## src/rtl/alu_pkg.sv

```systemverilog
// Shared types and constants for the sequential modular ALU.
package alu_pkg;

    localparam int ARQ_DEFAULT = 16;

    // Operation codes as presented on contrl.
    typedef enum logic [1:0] {
        OP_ADD = 2'b00,
        OP_SUB = 2'b01,
        OP_MUL = 2'b10,
        OP_SQR = 2'b11
    } op_t;

    // Controller states.
    typedef enum logic [1:0] {
        S_IDLE   = 2'b00,
        S_ADDSUB = 2'b01,
        S_MUL    = 2'b10,
        S_DONE   = 2'b11
    } state_t;

    // True for the two opcodes that run through the bit-serial multiplier.
    function automatic logic is_mul_op(input op_t op);
        return (op == OP_MUL) || (op == OP_SQR);
    endfunction

endpackage

```

## src/rtl/mod_mul_step.sv

```systemverilog
// One MSB-first step of interleaved modular multiplication:
// r' = (2r mod m + bit*a) mod m, with all intermediates kept below 2m.
module mod_mul_step #(
    parameter int ARQ = 16
) (
    input  logic [ARQ-1:0] r,
    input  logic [ARQ-1:0] a,
    input  logic [ARQ-1:0] m,
    input  logic           bit_val,
    output logic [ARQ-1:0] r_next
);

    logic [ARQ:0] m_ext;
    logic [ARQ:0] dbl;
    logic [ARQ:0] dbl_red;
    logic [ARQ:0] sum;
    logic [ARQ:0] sum_red;

    assign m_ext   = {1'b0, m};
    // Doubling r < m gives at most 2m-2, so one subtraction restores r < m.
    assign dbl     = {r, 1'b0};
    assign dbl_red = (dbl >= m_ext) ? (dbl - m_ext) : dbl;
    // Adding a < m keeps the sum below 2m-1, again needing one subtraction.
    assign sum     = dbl_red + (bit_val ? {1'b0, a} : '0);
    assign sum_red = (sum >= m_ext) ? (sum - m_ext) : sum;
    assign r_next  = sum_red[ARQ-1:0];

endmodule

```

## src/rtl/seq_mod_alu.sv

```systemverilog
// Multi-cycle modular ALU: (d1 op d2) mod d3 for add, sub, mul and square,
// with a start/busy/done handshake. Multiplication is bit-serial, MSB first.
module seq_mod_alu
    import alu_pkg::*;
#(
    parameter int ARQ = ARQ_DEFAULT
) (
    input  logic           clk,
    input  logic           rst,
    input  logic           start,
    input  logic [1:0]     contrl,
    input  logic [ARQ-1:0] d1,
    input  logic [ARQ-1:0] d2,
    input  logic [ARQ-1:0] d3,
    output logic [ARQ-1:0] result,
    output logic           z,
    output logic           busy,
    output logic           done,
    output logic           err
);

    localparam int IW = $clog2(ARQ);

    state_t         state_reg, state_next;
    op_t            op_reg;
    logic [ARQ-1:0] a_reg, b_reg, m_reg, r_reg;
    logic [IW-1:0]  idx_reg;
    logic [ARQ-1:0] result_reg;
    logic           z_reg, err_reg;

    op_t            op_in;
    logic [ARQ-1:0] b_in;
    logic           operands_ok;
    logic           can_accept;
    logic [ARQ-1:0] addsub_val;
    logic [ARQ-1:0] step_out;

    // Square reuses d1 as the second operand, so only d1 is range-checked.
    assign op_in       = op_t'(contrl);
    assign b_in        = (op_in == OP_SQR) ? d1 : d2;
    assign operands_ok = (d3 != '0) && (d1 < d3) && (b_in < d3);
    assign can_accept  = (state_reg == S_IDLE) || (state_reg == S_DONE);

    mod_mul_step #(
        .ARQ(ARQ)
    ) u_step (
        .r      (r_reg),
        .a      (a_reg),
        .m      (m_reg),
        .bit_val(b_reg[idx_reg]),
        .r_next (step_out)
    );

    // Single-cycle modular add/subtract on the latched operands.
    always_comb begin
        logic [ARQ:0] s;
        addsub_val = '0;
        s          = {1'b0, a_reg} + {1'b0, b_reg};
        if (op_reg == OP_SUB) begin
            // Wrap-around arithmetic makes a-b+m exact whenever a < b.
            addsub_val = (a_reg >= b_reg) ? (a_reg - b_reg) : (a_reg - b_reg + m_reg);
        end else begin
            addsub_val = (s >= {1'b0, m_reg}) ? ARQ'(s - {1'b0, m_reg}) : s[ARQ-1:0];
        end
    end

    // State register.
    always_ff @(posedge clk) begin
        if (!rst) begin
            state_reg <= S_IDLE;
        end else begin
            state_reg <= state_next;
        end
    end

    // Next-state logic and handshake outputs.
    always_comb begin
        state_next = state_reg;
        busy       = 1'b0;
        done       = 1'b0;
        case (state_reg)
            S_IDLE, S_DONE: begin
                done       = (state_reg == S_DONE);
                state_next = S_IDLE;
                if (start) begin
                    if (!operands_ok) begin
                        state_next = S_DONE;
                    end else if (is_mul_op(op_in)) begin
                        state_next = S_MUL;
                    end else begin
                        state_next = S_ADDSUB;
                    end
                end
            end
            S_ADDSUB: begin
                busy       = 1'b1;
                state_next = S_DONE;
            end
            S_MUL: begin
                busy = 1'b1;
                if (idx_reg == '0) begin
                    state_next = S_DONE;
                end
            end
            default: state_next = S_IDLE;
        endcase
    end

    // Operand latch, multiplier accumulator and result registers.
    always_ff @(posedge clk) begin
        if (!rst) begin
            op_reg     <= OP_ADD;
            a_reg      <= '0;
            b_reg      <= '0;
            m_reg      <= '0;
            r_reg      <= '0;
            idx_reg    <= '0;
            result_reg <= '0;
            z_reg      <= 1'b1;
            err_reg    <= 1'b0;
        end else begin
            case (state_reg)
                S_IDLE, S_DONE: begin
                    if (start && can_accept) begin
                        op_reg  <= op_in;
                        a_reg   <= d1;
                        b_reg   <= b_in;
                        m_reg   <= d3;
                        r_reg   <= '0;
                        idx_reg <= IW'(ARQ - 1);
                        if (!operands_ok) begin
                            result_reg <= '0;
                            z_reg      <= 1'b1;
                            err_reg    <= 1'b1;
                        end
                    end
                end
                S_ADDSUB: begin
                    result_reg <= addsub_val;
                    z_reg      <= (addsub_val == '0);
                    err_reg    <= 1'b0;
                end
                S_MUL: begin
                    r_reg   <= step_out;
                    idx_reg <= idx_reg - IW'(1);
                    if (idx_reg == '0) begin
                        result_reg <= step_out;
                        z_reg      <= (step_out == '0);
                        err_reg    <= 1'b0;
                    end
                end
                default: ;
            endcase
        end
    end

    assign result = result_reg;
    assign z      = z_reg;
    assign err    = err_reg;

endmodule

```

## config.mk

```make
export PLATFORM = sky130hd
export DESIGN_NAME = seq_mod_alu
export DESIGN_NICKNAME = d
export VERILOG_FILES = /design/src/rtl/alu_pkg.sv /design/src/rtl/mod_mul_step.sv /design/src/rtl/seq_mod_alu.sv
export SDC_FILE = /design/constraint.sdc
export NUM_CORES = 1
export LEC_CHECK = 0
export ABC_AREA = 1
export CAP_MARGIN = 5
export CORE_ASPECT_RATIO = 1.25
export CORE_MARGIN = 2
export CORE_UTILIZATION = 32
export DETAILED_ROUTE_END_ITERATION = 10
export DONT_BUFFER_PORTS = 1
export PLACE_DENSITY = 0.47
export SLEW_MARGIN = 40
export SYNTH_ARGS = -nofsm -noshare
export SYNTH_HDL_FRONTEND = slang
export SYNTH_SLANG_ARGS = --single-unit
```

## constraint.sdc

```tcl
create_clock -name clk -period 5.8 [get_ports clk]
set_input_delay 1.16 -clock clk [delete_from_list [all_inputs] [get_ports clk]]
set_output_delay 1.16 -clock clk [all_outputs]
set_load 0.1 [all_outputs]
```

After elaboration in Yosys (flattened, before gate mapping)

Index checks and enable logic that the tools add are counted.
W data, S select, Z words.

Register bits after elaboration: 90
Input port bits: 53
Output and inout port bits: 20
Logic and storage cells: 80

Add/subtract/negate cells: 8
Magnitude comparators: 7
Eq/ne operators: 9
Muxes and demuxes: 30
Reduce and logical (&&, ||, !) cells: 16

Operators by type and width:

| cell                 | count |
|---|---|
| $mux W16             | 10 |
| $ge A17 B16 Y1       | 3 |
| $pmux W16 S3         | 1 |
| $sub A16 B16 Y16     | 3 |
| $logic_not A16 Y1    | 2 |
| $lt A16 B16 Y1       | 2 |
| $pmux W16 S2         | 1 |
| $add A16 B16 Y17     | 1 |
| $add A17 B16 Y17     | 1 |
| $mux W17             | 1 |
| $sub A17 B16 Y17     | 1 |
| $add A16 B16 Y16     | 1 |
| $ge A16 B16 Y1       | 1 |
| $reduce_bool A16 Y1  | 1 |
| $eq A2 B2 Y1 const B | 4 |
| $mux W2              | 4 |
| $pmux W4 S2          | 1 |
| $mux W1              | 7 |
| $ne A2 B2 Y1 const B | 3 |
| $pmux W1 S3          | 2 |
| $pmux W2 S3          | 1 |
| $lt A4 B5 Y1 const B | 1 |
| $bmux W1 S4          | 1 |
| $eq A2 B1 Y1 const B | 2 |
| other kinds (10)     | 15 |

Logic depth before layout (Yosys ltp)

Word-level depth: 9
Gate-level depth with buffers: 42

Modules after synthesis

Synthesis repeated with hierarchy kept, for this count alone.

Cell total of the unflattened synthesis: 1,979
Area, all modules: 12,051.6 um^2

By module, submodules not included:

| module       | times used | cells an instance | area each (um^2) | sequential area each (um^2) |
|---|---|---|---|---|
| seq_mod_alu  | 1          | 1,413             | 8,892.3          | 1,801.7 |
| mod_mul_step | 1          | 566               | 3,159.3          | 0.0 |

Worst setup path before layout

Ideal clock, no wire load.

Path type: register to register
From: register m_reg[1]
To: register result_reg[5], in the netlist result[5]
Arrival time: 4.949 ns
Path slack: 0.784 ns
Cell stages (with the launch flop): 35
Buffers on the path: 2
Cell sequence: dfxtp_1 -> inv_1 -> ha_1 -> ha_1 -> inv_1 -> nor2_1 -> nand2_1 -> o21ai_1 -> nor2_1 -> nand2_4 -> inv_1 -> clkbuf_1 -> o21ai_0 -> ha_1 -> nand2_1 -> inv_1 -> a21oi_1 -> nand2_2 -> a21oi_1 -> xor2_1 -> inv_1 -> ha_1 -> a21oi_1 -> o21ai_0 -> a21oi_1 -> nand2_1 -> nand2_2 -> nand4_4 -> buf_6 -> nand2_2 -> o21ai_1 -> or2_1 -> o21ai_1 -> nand2_1 -> a21oi_2

Longest elaborated chain between the ends: 7
Elaborated cells on any way between the ends: 15

RTL lines:

| element                                                   | line               | text |
|---|---|---|
| from (decl)                                               | seq_mod_alu.sv:26  | `logic [ARQ-1:0] a_reg, b_reg, m_reg, r_reg;` |
| from (signal assigned)                                    | seq_mod_alu.sv:115 | `m_reg <= '0;` |
| from (signal assigned)                                    | seq_mod_alu.sv:128 | `m_reg <= d3;` |
| $sub A17 B16 Y17 / $ge A17 B16 Y1 (equally long branches) | mod_mul_step.sv:22 | `assign dbl_red = (dbl >= m_ext) ? (dbl - m_ext) : dbl;` |
| $mux W17                                                  | mod_mul_step.sv:22 |  |
| $add A17 B16 Y17                                          | mod_mul_step.sv:24 | `assign sum = dbl_red + (bit_val ? {1'b0, a} : '0);` |
| $sub A16 B16 Y16 / $ge A17 B16 Y1 (equally long branches) | mod_mul_step.sv:25 | `assign sum_red = (sum >= m_ext) ? (sum - m_ext) : sum;` |
| $mux W16                                                  | mod_mul_step.sv:25 |  |
| $mux W16                                                  | seq_mod_alu.sv:146 | `if (idx_reg == '0) begin` |
| $pmux W16 S3 *                                            | seq_mod_alu.sv:122 | `case (state_reg)` |
| to (signal assigned)                                      | seq_mod_alu.sv:139 | `result_reg <= addsub_val;` |
| to (signal assigned)                                      | seq_mod_alu.sv:147 | `result_reg <= step_out;` |
| to (decl)                                                 | seq_mod_alu.sv:28  | `logic [ARQ-1:0] result_reg;` |

Mark *: on every way between the ends. The rest lies on a longest branch, timed or not. The select of a mux whose other input is x is not followed.
A chain may end at the register's enable or synchronous reset.

Worst setup path after layout

From: register m_reg[1]
To: register z_reg, in the netlist z

Longest elaborated chain between the ends: 8
Elaborated cells on any way between the ends: 17

RTL lines:

| element                                                   | line               | text |
|---|---|---|
| $sub A17 B16 Y17 / $ge A17 B16 Y1 (equally long branches) | mod_mul_step.sv:22 |  |
| $mux W17                                                  | mod_mul_step.sv:22 |  |
| $add A17 B16 Y17                                          | mod_mul_step.sv:24 |  |
| $sub A16 B16 Y16 / $ge A17 B16 Y1 (equally long branches) | mod_mul_step.sv:25 |  |
| $mux W16                                                  | mod_mul_step.sv:25 |  |
| $logic_not A16 Y1                                         | seq_mod_alu.sv:148 | `z_reg <= (step_out == '0);` |
| $mux W1                                                   | seq_mod_alu.sv:146 |  |
| $pmux W1 S3 *                                             | seq_mod_alu.sv:122 |  |
| to (signal assigned)                                      | seq_mod_alu.sv:140 | `z_reg <= (addsub_val == '0);` |
| to (signal assigned)                                      | seq_mod_alu.sv:148 |  |
| to (decl)                                                 | seq_mod_alu.sv:29  | `logic z_reg, err_reg;` |

Marks and branches as above.

==> summary.txt <==
Run status
  – Run status: complete, no violations

Worst setup path
  – Start point of the critical path: m_reg[1]$_SDFFE_PN0P_
  – CP max FO: 5
  – Origin of the critical flop-to-flop path: m_reg[1]$_SDFFE_PN0P_
  – Timing endpoint of the critical path: z$_SDFFE_PN1P_
  – Worst R2R Path Depth: 39
  – Category of the most critical setup path: register to register
  – CP max-delay cell: sky130_fd_sc_hd__dfxtp_1
  – Cell type with the highest occurrence count on the critical path: sky130_fd_sc_hd__nand2_1
  – Startpoint class of the critical path: register
  – Critical path required time: 6.12 ns
  – FF-to-FF End: z$_SDFFE_PN1P_
  – R2R Setup Slk: 0.38 ns
  – Crit path largest cell delay: 0.33 ns
  – Type of destination of the critical path: register
  – Arrival time at the worst endpoint: 5.73 ns

Synth
  – Number of synthesized flops with an enable pin: 0
  – Number of warnings issued by yosys: 0
  – Fraction of the yosys area taken by sequential cells: 15.38%
  – Average cell area after synthesis: 6.111 um2
  – Post-Synthesis Cells: 1,917
  – Flip-flop and latch count after synthesis: 90
  – Share of flip-flops with an asynchronous set or reset after synthesis: 0%
  – Dominant register cell in the synthesized netlist: sky130_fd_sc_hd__dfxtp_1
  – Total nets after synthesis: 2,122
  – Dominant cell by count in the synthesized netlist: sky130_fd_sc_hd__nand2_1
  – Commonest cells in the synthesized netlist: sky130_fd_sc_hd__nand2_1 (465), sky130_fd_sc_hd__inv_1 (273), sky130_fd_sc_hd__a21oi_1 (200)
  – Summed instance area of the synthesized netlist: 0.01171 mm2
  – Cell taking the most area after synthesis: sky130_fd_sc_hd__ha_1
  – Area fraction of the dominant cell type after synthesis: 15.49%
  – Biggest area contributors in the synthesized netlist: sky130_fd_sc_hd__ha_1 (15%), sky130_fd_sc_hd__dfxtp_1 (15%), sky130_fd_sc_hd__nand2_1 (15%)
  – Post-synthesis cell type count: 51

Clock tree
  – Clock insertion delay at the later pin of the skew report: 0.38 ns
  – Clock tree from TritonCTS: yes
  – Number of buffers inserted during clock tree synthesis: 9
  – CTS Root Buffer Type: sky130_fd_sc_hd__clkbuf_16
  – Clock sink count: 90
  – Maximum level of the CTS H-tree: 3
  – Clock input transition at the sequential cells of the worst setup and hold paths: 0.07 ns
  – Buffer depth of the longest clock path: 2
  – Hold buffer count at CTS: 0

Global routing
  – Overall routing resource usage: 27.40%
  – Wire length of the first global-routing pass: 78,000 um
  – Via count of the first global-routing pass: 12,770
  – GRT overflow: 0
  – Number of antenna violations at the first check in global routing: 0
  – Largest net degree at the start of global routing: 99

Drt
  – Drt first pass iters: 6
  – Routed wirelength normalized by instance count: 20.95 um
  – Routed vias/inst: 5.232
  – Antenna-violating nets left: 0
  – Remaining DRCs: 0
  – Total Routed Length: 52,200 um
  – Vias after detailed routing: 13,040
  – Iteration-0 DRC count of the detailed router: 954

Timing
  – Achievable frequency: 184.5 MHz
  – Final min period: 5.419 ns
  – Post-Route Skew: 0.01055 ns
  – Least-Margin Pin Slew: 0.8543 ns
  – RSZ-0062 raised after global routing: yes
  – Number of endpoints failing setup at the final stage: 0
  – Final cycle utilization of the critical path: 93.43%
  – Max-Slew Margin vs Limit: 42.78%
  – Final hold viol count: 0
  – Hold slack final: 0.4766 ns
  – Final Slew Violations: 0

Floorplanning
  – Starting density of the core: 32.36%
  – Y dimension of the die: 217.9 um
  – Die area: 0.03817 mm2
  – Placeable Area: 0.03621 mm2
  – Number of I/O pins: 73
  – Row count: 78
  – Floorplan die width: 175.1 um

Run
  – Max-capacitance violation count: 0

Place
  – Half-perimeter wire length after detailed placement: 43,900 um
  – Placer Congestion: 0.9925
  – Count of input and output buffers: 0

Cells and area
  – Synthesis-to-layout area growth: 16.12%
  – Inserted Diodes: 0
  – Final layout net count: 2,212
  – Share of post-route cells with drive strength above 1: 12.97%
  – Layout fillers: 4,057

Min path
  – Worst min-delay path class: register to register
through the flow:
stage | cell area, um2 | setup slack (ns) | setup TNS, ns | util (%) | std cells
after floorplan | 11720 | 0.7838 | 0 | - | 1917
final | 13600 | 0.3813 | 0 | 37.57 | 2492
after CTS | 13360 | 0.01856 | 0 | 36.90 | 2490
after global routing | 13600 | -0.01573 | -0.03038 | 37.57 | 2492
after detailed placement | 13030 | -0.04999 | -0.1461 | 35.97 | 2470
after global placement | 13000 | -0.1233 | -0.9348 | 35.89 | 2470
final cells by class:
class / instances / area, um2 / share of cell area [%]
Clock inverter: 7 / 60.06 / 0.4415
Inverter: 285 / 1075 / 7.901
Multi-Input combinational cell: 1490 / 8831 / 64.92
Timing Repair Buffer: 131 / 987.2 / 7.257
Tap cell: 480 / 600.6 / 4.415
Sequential cell: 90 / 1824 / 13.41
Clock buffer: 9 / 225.2 / 1.656
how the worst min path moves through the flow:
stage	startpoint	endpoint	slack, ns	cells past startpoint
after global placement	op_reg[0]$_SDFFE_PN0P_	op_reg[0]$_SDFFE_PN0P_	0.46	2
after global routing	op_reg[0]$_SDFFE_PN0P_	op_reg[0]$_SDFFE_PN0P_	0.50	2
final	op_reg[0]$_SDFFE_PN0P_	op_reg[0]$_SDFFE_PN0P_	0.48	2
after floorplan	op_reg[0]$_SDFFE_PN0P_	op_reg[0]$_SDFFE_PN0P_	0.43	2
after detailed placement	op_reg[0]$_SDFFE_PN0P_	op_reg[0]$_SDFFE_PN0P_	0.46	2
after CTS	op_reg[0]$_SDFFE_PN0P_	op_reg[0]$_SDFFE_PN0P_	0.47	2
placed cells by master, fill, tap and decap left out, types with 4 or more instances in the layout:
cell                          n
sky130_fd_sc_hd__xor2_1      35
sky130_fd_sc_hd__and2_1       4
sky130_fd_sc_hd__nand2_1    462
sky130_fd_sc_hd__clkbuf_16    9
sky130_fd_sc_hd__nor2_2      12
sky130_fd_sc_hd__nand2_4      5
sky130_fd_sc_hd__o21ai_0    142
sky130_fd_sc_hd__o211ai_1     7
sky130_fd_sc_hd__nand3b_1     5
sky130_fd_sc_hd__buf_4      130
sky130_fd_sc_hd__mux2_2      15
sky130_fd_sc_hd__nor2_1     120
sky130_fd_sc_hd__o21ai_1     21
sky130_fd_sc_hd__nand4_1     38
sky130_fd_sc_hd__fa_1         7
sky130_fd_sc_hd__nand3_1    147
sky130_fd_sc_hd__inv_2        9
sky130_fd_sc_hd__nand2_2     12
sky130_fd_sc_hd__o21bai_1     7
sky130_fd_sc_hd__a21oi_1    197
sky130_fd_sc_hd__xnor2_1     27
sky130_fd_sc_hd__dfxtp_2     18
sky130_fd_sc_hd__a31oi_1     10
sky130_fd_sc_hd__inv_1      271
sky130_fd_sc_hd__or2_1        6
sky130_fd_sc_hd__nor3_1       9
sky130_fd_sc_hd__o21a_1       5
sky130_fd_sc_hd__dfxtp_1     72
sky130_fd_sc_hd__nor4_1       6
sky130_fd_sc_hd__a21oi_2      9
sky130_fd_sc_hd__ha_4        10
sky130_fd_sc_hd__ha_1       133
sky130_fd_sc_hd__a21o_1       6
layer usage:
layer | vias to the layer above | GRT usage (%) | share of wire (%)
met4 | 0 | 13.25 | 5.5
met2 | 348 | 49.30 | 49
met5 | - | 0 | 0
li1 | 6516 | - | -
met3 | 97 | 2.685 | 3.6
met1 | 6077 | 32.38 | 42
timing repair:
item / 4_1_cts / 5_1_grt
resized for setup: 2 / 47
endpoints found under the setup margin: 9 / 33
pin swaps: 1 / 7
buffers inserted: 3 / 2
cloned: 1 / 0
cell families after synthesis:
logic type               share of synthesized area, %
multiplexers                                    1.442
adder cells (fa/ha/maj)                         16.68
flip-flops                                      15.38
buffers and inverters                           11.43
XOR/XNOR                                        4.785
AO/OA/AOI/OAI                                   19.05
AND/OR/NAND/NOR                                 31.23
worst max-delay path, delay by kind of cell, from the launching register on:
family          cells  cell delay, ns
xor+xnor            2            0.42
fa+ha+maj           4            1.11
buf+inv             8            0.93
flops               1            0.33
simple gates       18            1.63
compound gates      7            0.91
Power is left out: the tool's default activity adds up to more than one toggle a clock period on the data nets, which glitch-free logic cannot reach.
